--- config.mk ---
export PLATFORM = sky130hd
export DESIGN_NAME = mem_bank_arbiter
export DESIGN_NICKNAME = d
export VERILOG_FILES = /design/src/rtl/mem_bank_arbiter.sv
export SDC_FILE = /design/constraint.sdc
export NUM_CORES = 1
export LEC_CHECK = 0
export CAP_MARGIN = 20
export CORE_MARGIN = 1
export CORE_UTILIZATION = 65
export CTS_BUF_LIST = sky130_fd_sc_hd__clkbuf_4 sky130_fd_sc_hd__clkbuf_8
export CTS_CLUSTER_SIZE = 10
export DETAILED_ROUTE_END_ITERATION = 10
export DONT_BUFFER_PORTS = 1
export HOLD_SLACK_MARGIN = 0.15
export PLACE_DENSITY = 0.92
export SKIP_LAST_GASP = 1
export SYNTH_ARGS = -nofsm -noshare
export SYNTH_HDL_FRONTEND = slang
export SYNTH_SLANG_ARGS = --single-unit
--- constraint.sdc ---
create_clock -name clk -period 6.7 [get_ports clk]
set_clock_uncertainty 0.2 [all_clocks]
set_input_delay 2.01 -clock clk [delete_from_list [all_inputs] [get_ports clk]]
set_output_delay 2.01 -clock clk [all_outputs]
set_load 0.02 [all_outputs]
--- src/rtl/mem_bank_arbiter.sv ---
// mem_bank_arbiter: shares one single-port memory bank between NUM_REQ requesters.
// Round-robin arbitration with an optional per-requester burst lock; the winner's
// command is steered onto the bank ports combinationally. A two-stage shadow pipeline
// tracks the bank's 2-cycle read latency and routes rvalid back to the issuer.
// The integrating level drives the bank's active-high reset from ~rst.
// Optional feature macro: MEM_ARB_PRIO0_EN (requester 0 has fixed priority in IDLE).
module mem_bank_arbiter #(
    parameter int unsigned NUM_REQ    = 4,
    parameter int unsigned DATA_WIDTH = 8,
    parameter int unsigned ADDR_WIDTH = 6,
    parameter int unsigned MAX_BURST  = 4
) (
    input  logic                          clk,
    input  logic                          rst,
    input  logic [NUM_REQ-1:0]            req,
    input  logic [NUM_REQ-1:0]            lock,
    input  logic [NUM_REQ-1:0]            we,
    input  logic [NUM_REQ*ADDR_WIDTH-1:0] addr,
    input  logic [NUM_REQ*DATA_WIDTH-1:0] wdata,
    output logic [NUM_REQ-1:0]            gnt,
    output logic [NUM_REQ-1:0]            rvalid,
    output logic [DATA_WIDTH-1:0]         rdata,
    output logic                          mem_write_en,
    output logic                          mem_read_en,
    output logic [ADDR_WIDTH-1:0]         mem_addr,
    output logic [DATA_WIDTH-1:0]         mem_data_in,
    input  logic [DATA_WIDTH-1:0]         mem_data_out
);

    localparam int unsigned PtrW = (NUM_REQ > 1) ? $clog2(NUM_REQ) : 1;
    localparam int unsigned CntW = $clog2(MAX_BURST + 1);

    typedef enum logic [0:0] {StIdle, StOwned} state_e;

    state_e            state_q, state_d;
    logic [PtrW-1:0]   ptr_q, ptr_d;
    logic [PtrW-1:0]   owner_q, owner_d;
    logic [CntW-1:0]   cnt_q, cnt_d;
    logic              s1_valid_q, s1_valid_d;
    logic [PtrW-1:0]   s1_id_q, s1_id_d;
    logic              s2_valid_q;
    logic [PtrW-1:0]   s2_id_q;

    logic              idle_found;
    logic [PtrW-1:0]   idle_win;
    logic              idle_ptr_upd;
    logic              gnt_valid;
    logic [PtrW-1:0]   gnt_id;

    // Successor of a requester index, wrapping at NUM_REQ (not necessarily a power of 2).
    function automatic logic [PtrW-1:0] wrap_inc(input logic [PtrW-1:0] v);
        return (v == PtrW'(NUM_REQ - 1)) ? '0 : v + PtrW'(1);
    endfunction

    // IDLE winner: first asserted req scanning upward from ptr.
    always_comb begin
        int unsigned idx;
        idle_found   = 1'b0;
        idle_win     = '0;
        idle_ptr_upd = 1'b1;
        for (int unsigned k = 0; k < NUM_REQ; k++) begin
            idx = 32'(ptr_q) + k;
            if (idx >= NUM_REQ) begin
                idx = idx - NUM_REQ;
            end
            if (!idle_found && req[PtrW'(idx)]) begin
                idle_found = 1'b1;
                idle_win   = PtrW'(idx);
            end
        end
`ifdef MEM_ARB_PRIO0_EN
        // Requester 0 overrides the rotation and leaves ptr untouched.
        if (req[0]) begin
            idle_found   = 1'b1;
            idle_win     = '0;
            idle_ptr_upd = 1'b0;
        end
`endif
    end

    // Arbitration FSM: grant selection, ownership and pointer next-state.
    always_comb begin
        state_d   = state_q;
        ptr_d     = ptr_q;
        owner_d   = owner_q;
        cnt_d     = cnt_q;
        gnt_valid = 1'b0;
        gnt_id    = '0;
        if (rst) begin
            unique case (state_q)
                StIdle: begin
                    if (idle_found) begin
                        gnt_valid = 1'b1;
                        gnt_id    = idle_win;
                        if (idle_ptr_upd) begin
                            ptr_d = wrap_inc(idle_win);
                        end
                        // With MAX_BURST=1 the first grant already exhausts the burst.
                        if (lock[idle_win] && (MAX_BURST > 1)) begin
                            state_d = StOwned;
                            owner_d = idle_win;
                            cnt_d   = CntW'(1);
                        end
                    end
                end
                StOwned: begin
                    if (req[owner_q]) begin
                        gnt_valid = 1'b1;
                        gnt_id    = owner_q;
                        cnt_d     = cnt_q + CntW'(1);
                        if (!lock[owner_q] || (cnt_d == CntW'(MAX_BURST))) begin
                            state_d = StIdle;
                            ptr_d   = wrap_inc(owner_q);
                        end
                    end else begin
                        state_d = StIdle;
                        ptr_d   = wrap_inc(owner_q);
                    end
                end
                default: state_d = StIdle;
            endcase
        end
    end

    // Grant decode, bank command steering and read-return decode.
    always_comb begin
        gnt          = '0;
        mem_write_en = 1'b0;
        mem_read_en  = 1'b0;
        mem_addr     = '0;
        mem_data_in  = '0;
        rvalid       = '0;
        if (gnt_valid) begin
            gnt[gnt_id]  = 1'b1;
            mem_write_en = we[gnt_id];
            mem_read_en  = ~we[gnt_id];
            mem_addr     = addr[gnt_id*ADDR_WIDTH +: ADDR_WIDTH];
            mem_data_in  = wdata[gnt_id*DATA_WIDTH +: DATA_WIDTH];
        end
        if (rst && s2_valid_q) begin
            rvalid[s2_id_q] = 1'b1;
        end
    end

    assign rdata = mem_data_out;

    // Shadow pipeline entry: a granted read records who issued it.
    always_comb begin
        s1_valid_d = gnt_valid & ~we[gnt_id];
        s1_id_d    = gnt_id;
    end

    // State registers with synchronous active-low reset.
    always_ff @(posedge clk) begin
        if (!rst) begin
            state_q    <= StIdle;
            ptr_q      <= '0;
            owner_q    <= '0;
            cnt_q      <= '0;
            s1_valid_q <= 1'b0;
            s1_id_q    <= '0;
            s2_valid_q <= 1'b0;
            s2_id_q    <= '0;
        end else begin
            state_q    <= state_d;
            ptr_q      <= ptr_d;
            owner_q    <= owner_d;
            cnt_q      <= cnt_d;
            s1_valid_q <= s1_valid_d;
            s1_id_q    <= s1_id_d;
            s2_valid_q <= s1_valid_q;
            s2_id_q    <= s1_id_q;
        end
    end

endmodule

==> flow_metrics.env <==
export IMPL_p_leak_nw=0.4814
export IMPL_start_util_pct=69.76
export IMPL_tightest_slew_ns=0.6808
export IMPL_cp_slowest_stage_delay_ns=0.53
export IMPL_grt_use_total_pct=34.20
export IMPL_rsz0062_at_grt="no"
export IMPL_antenna_found_initial=0
export IMPL_drive_gt1_share_pct=11.88
export IMPL_cts_setup_buffers=0
export IMPL_rr_endpoint="s1_valid_q"
export IMPL_clk_pin_slew_ns=0.09
export IMPL_hold_path_depth=1
export IMPL_vias=1360
export IMPL_synth_edff_count=0
export IMPL_ir_drop_mv=0.2118
export IMPL_clock_latency_ns=0.28
export IMPL_timing_final_crit_share_pct=95.72
export IMPL_gp_congestion=0.9892
export IMPL_critPathCaptureType="primary output"
export IMPL_holdBufCountCts=0
export IMPL_synth_simple_area_share_pct=20.90
export IMPL_crit_fanout=27
export IMPL_synth_nets=253
export IMPL_htreeDepth=1
export IMPL_grt_max_degree=28
export IMPL_reg2reg_depth=7
export IMPL_synth_largest_area_cell="dfxtp_1"
export IMPL_synth_fa_ha_area_share_pct=2.715
export IMPL_drt_total_wl_mm=4.006
export IMPL_die_area_um2=2316
export IMPL_drv_slew=0
export IMPL_synth_area_leaders="dfxtp_1, o221ai_1, o2bb2ai_1"
export IMPL_dpl_cell_area_um2=1315
export IMPL_max_cap_violations=0
export IMPL_nets=242
export IMPL_reg2reg_from="ptr_q[1]"
export IMPL_die_width_um=48.12
export IMPL_async_flop_share_pct=0
export IMPL_synthFlopType="dfxtp_1"
export IMPL_postLayoutCellArea_um2=1351
export IMPL_die_h_um=48.12
export IMPL_crit_slowest_cell="nor4_1"
export IMPL_ctsResizeCount=0
export IMPL_dp_cells=183
export IMPL_clkSinkCount=14
export IMPL_dp_hpwl_mm=3.244
export IMPL_drc_errors=0
export IMPL_syn_to_final_growth_pct=-2.262
export IMPL_rows=16
export IMPL_finalHoldViolCount=0
export IMPL_min_period_ns=6.413
export IMPL_overflow=0
export IMPL_avgViaCountPerCell=7.273
export IMPL_wire_per_inst_um=21.42
export IMPL_synthMuxAreaShare_pct=7.783
export IMPL_cp_depth=7
export IMPL_crit_buf_inv=1
export IMPL_pin_count=110
export IMPL_cts_tree="yes"
export IMPL_synth_top_family_by_area="compound AO/OA/AOI/OAI gates"
export IMPL_finalSetupTns_ns=0
export IMPL_p_per_area_nw_per_um2=379.3
export IMPL_setup_violations=0
export IMPL_cp_start_kind="primary input"
export IMPL_ys_ff_latch=14
export IMPL_synth_cell_types=49
export IMPL_root_buffer="clkbuf_4"
export IMPL_drt_pass1_iterations=4
export IMPL_clock_fmax_ghz=0.1559
export IMPL_synth_top_area_share_pct=20.27
export IMPL_synth_compound_area_share_pct=38.19
export IMPL_hp_class="register to register"
export IMPL_hp_start="s1_id_q[0]"
export IMPL_finalPower_w=0.0005126
export IMPL_stdcell_count=187
export IMPL_drt_iter0_markers=29
export IMPL_rrSetupSlack_ns=4.13
export IMPL_core_area_um2=1982
export IMPL_status="finished clean"
export IMPL_crit_type="primary input to primary output"
export IMPL_worst_ep_arrival_time_ns=4.20
export IMPL_clock_path_buffers=2
export IMPL_avgSynthCellArea_um2=8.038
export IMPL_ant_nets=0
export IMPL_slew_headroom_pct=54.57
export IMPL_cp_top_family="simple AND/OR/NAND/NOR gates"
export IMPL_required_ns=4.49
export IMPL_cts_buffers=3
export IMPL_io_buffers=0
export IMPL_grt_pass1_vias=1100
export IMPL_ys_warn_count=0
export IMPL_grt_first_pass_wirelength_mm=5.216
export IMPL_path_cells="nor4_1, nor2_1, a31o_2, nand2_2, inv_2, mux2i_1, o211a_1"
export IMPL_diodes=0
export IMPL_synth_xor_area_share_pct=0.6335
export IMPL_hold_path_endpoint="s2_id_q[0]"
export IMPL_syn_cell_area_um2=1383
export IMPL_seq_area_frac_synth_pct=20.27
export IMPL_synth_cells=172
[cell usage after synthesis, types with 2 or more instances]
| cell | number |
|---|---|
| a21oi_1 | 18 |
| and2_1 | 5 |
| buf_2 | 6 |
| buf_4 | 9 |
| dfxtp_1 | 14 |
| ha_1 | 3 |
| inv_1 | 6 |
| inv_2 | 2 |
| mux2_1 | 2 |
| mux2i_1 | 4 |
| mux4_2 | 2 |
| nand2_1 | 8 |
| nand2_2 | 2 |
| nand2b_1 | 4 |
| nand3_1 | 5 |
| nor2_1 | 12 |
| nor2_2 | 2 |
| nor2b_1 | 4 |
| nor3_1 | 2 |
| nor4_1 | 2 |
| o211a_1 | 3 |
| o211ai_1 | 2 |
| o21ai_0 | 2 |
| o21ai_1 | 4 |
| o221ai_1 | 13 |
| o2bb2ai_1 | 12 |
| or3_1 | 2 |
[sequential cells by signal (all words and copies together) (netlist names)]
signal,count
s2_valid_q,1
state_q,1
s1_valid_q,1
ptr_q,2
cnt_q,3
s1_id_q,2
owner_q,2
s2_id_q,2
[cell families (layout without fill, tap and decap cells)]
kind of cell | count (synthesis) | count (layout)
multiplexers | 8 | 8
buffers and inverters | 24 | 12
flip-flops | 14 | 14
AO/OA/AOI/OAI | 69 | 69
XOR/XNOR | 1 | 1
adder cells (fa/ha/maj) | 3 | 3
AND/OR/NAND/NOR | 53 | 53
[worst max path at each step]
stage,slack [ns],end,startpoint
after floorplan,0.88,mem_addr[0],req[0]
after global placement,0.36,mem_read_en,req[2]
after detailed placement,0.33,mem_read_en,req[2]
after CTS,0.33,mem_read_en,req[2]
after global routing,0.13,mem_read_en,req[2]
final,0.29,mem_read_en,req[2]
[per-stage QoR]
step           util (%)  setup WS [ns]  hold WS (ns)
2_1_floorplan         -         0.8770        0.2119
3_3_place_gp      66.35         0.3606        0.2167
3_5_place_dp      66.35         0.3299        0.2184
4_1_cts           68.18         0.3303        0.2375
5_1_grt           68.18         0.1344        0.2544
6_report          68.18         0.2870        0.2399
[per-layer routing]
metal / part of all wire, % / global-route usage [%] / up-vias / wire, um
li1: - / - / 634 / -
met5: 0 / 0 / - / 0
met2: 50 / 52.70 / 75 / 2001
met3: 4.9 / 4.074 / 24 / 198
met1: 37 / 40.54 / 627 / 1498
met4: 7.7 / 33.33 / 0 / 308
[cells in the final DEF (no fill, tap or decap), types with 2 or more instances in the layout]
master / n
nor2_2: 2
mux4_2: 2
and2_1: 5
nand2_1: 8
nand3_1: 5
o21ai_0: 2
o211a_1: 3
dfxtp_1: 14
inv_2: 2
nor2b_1: 4
mux2_1: 2
o2bb2ai_1: 12
nand2_2: 2
inv_1: 6
nand2b_1: 4
nor2_1: 12
o211ai_1: 2
o21ai_1: 4
ha_1: 3
or3_1: 2
clkbuf_4: 3
nor3_1: 2
o221ai_1: 13
a21oi_1: 18
nor4_1: 2
mux2i_1: 4
[power by group]
part / internal [W] / switching (W)
combinational: 0.000112 / 0.000201
sequential: 0.000106 / 0.0000316
clock: 0.0000331 / 0.0000281
total: 0.000251 / 0.000261
[layout make-up]
cell class              instances  area, um2
multi-input cells             134      970.9
fillers                       184      630.6
flip-flops and latches         14      280.3
clock buffers                   4      36.28
well taps                      27      33.78
inverters                       8      30.03
No activity file was read; power rests on OpenSTA's default activity.
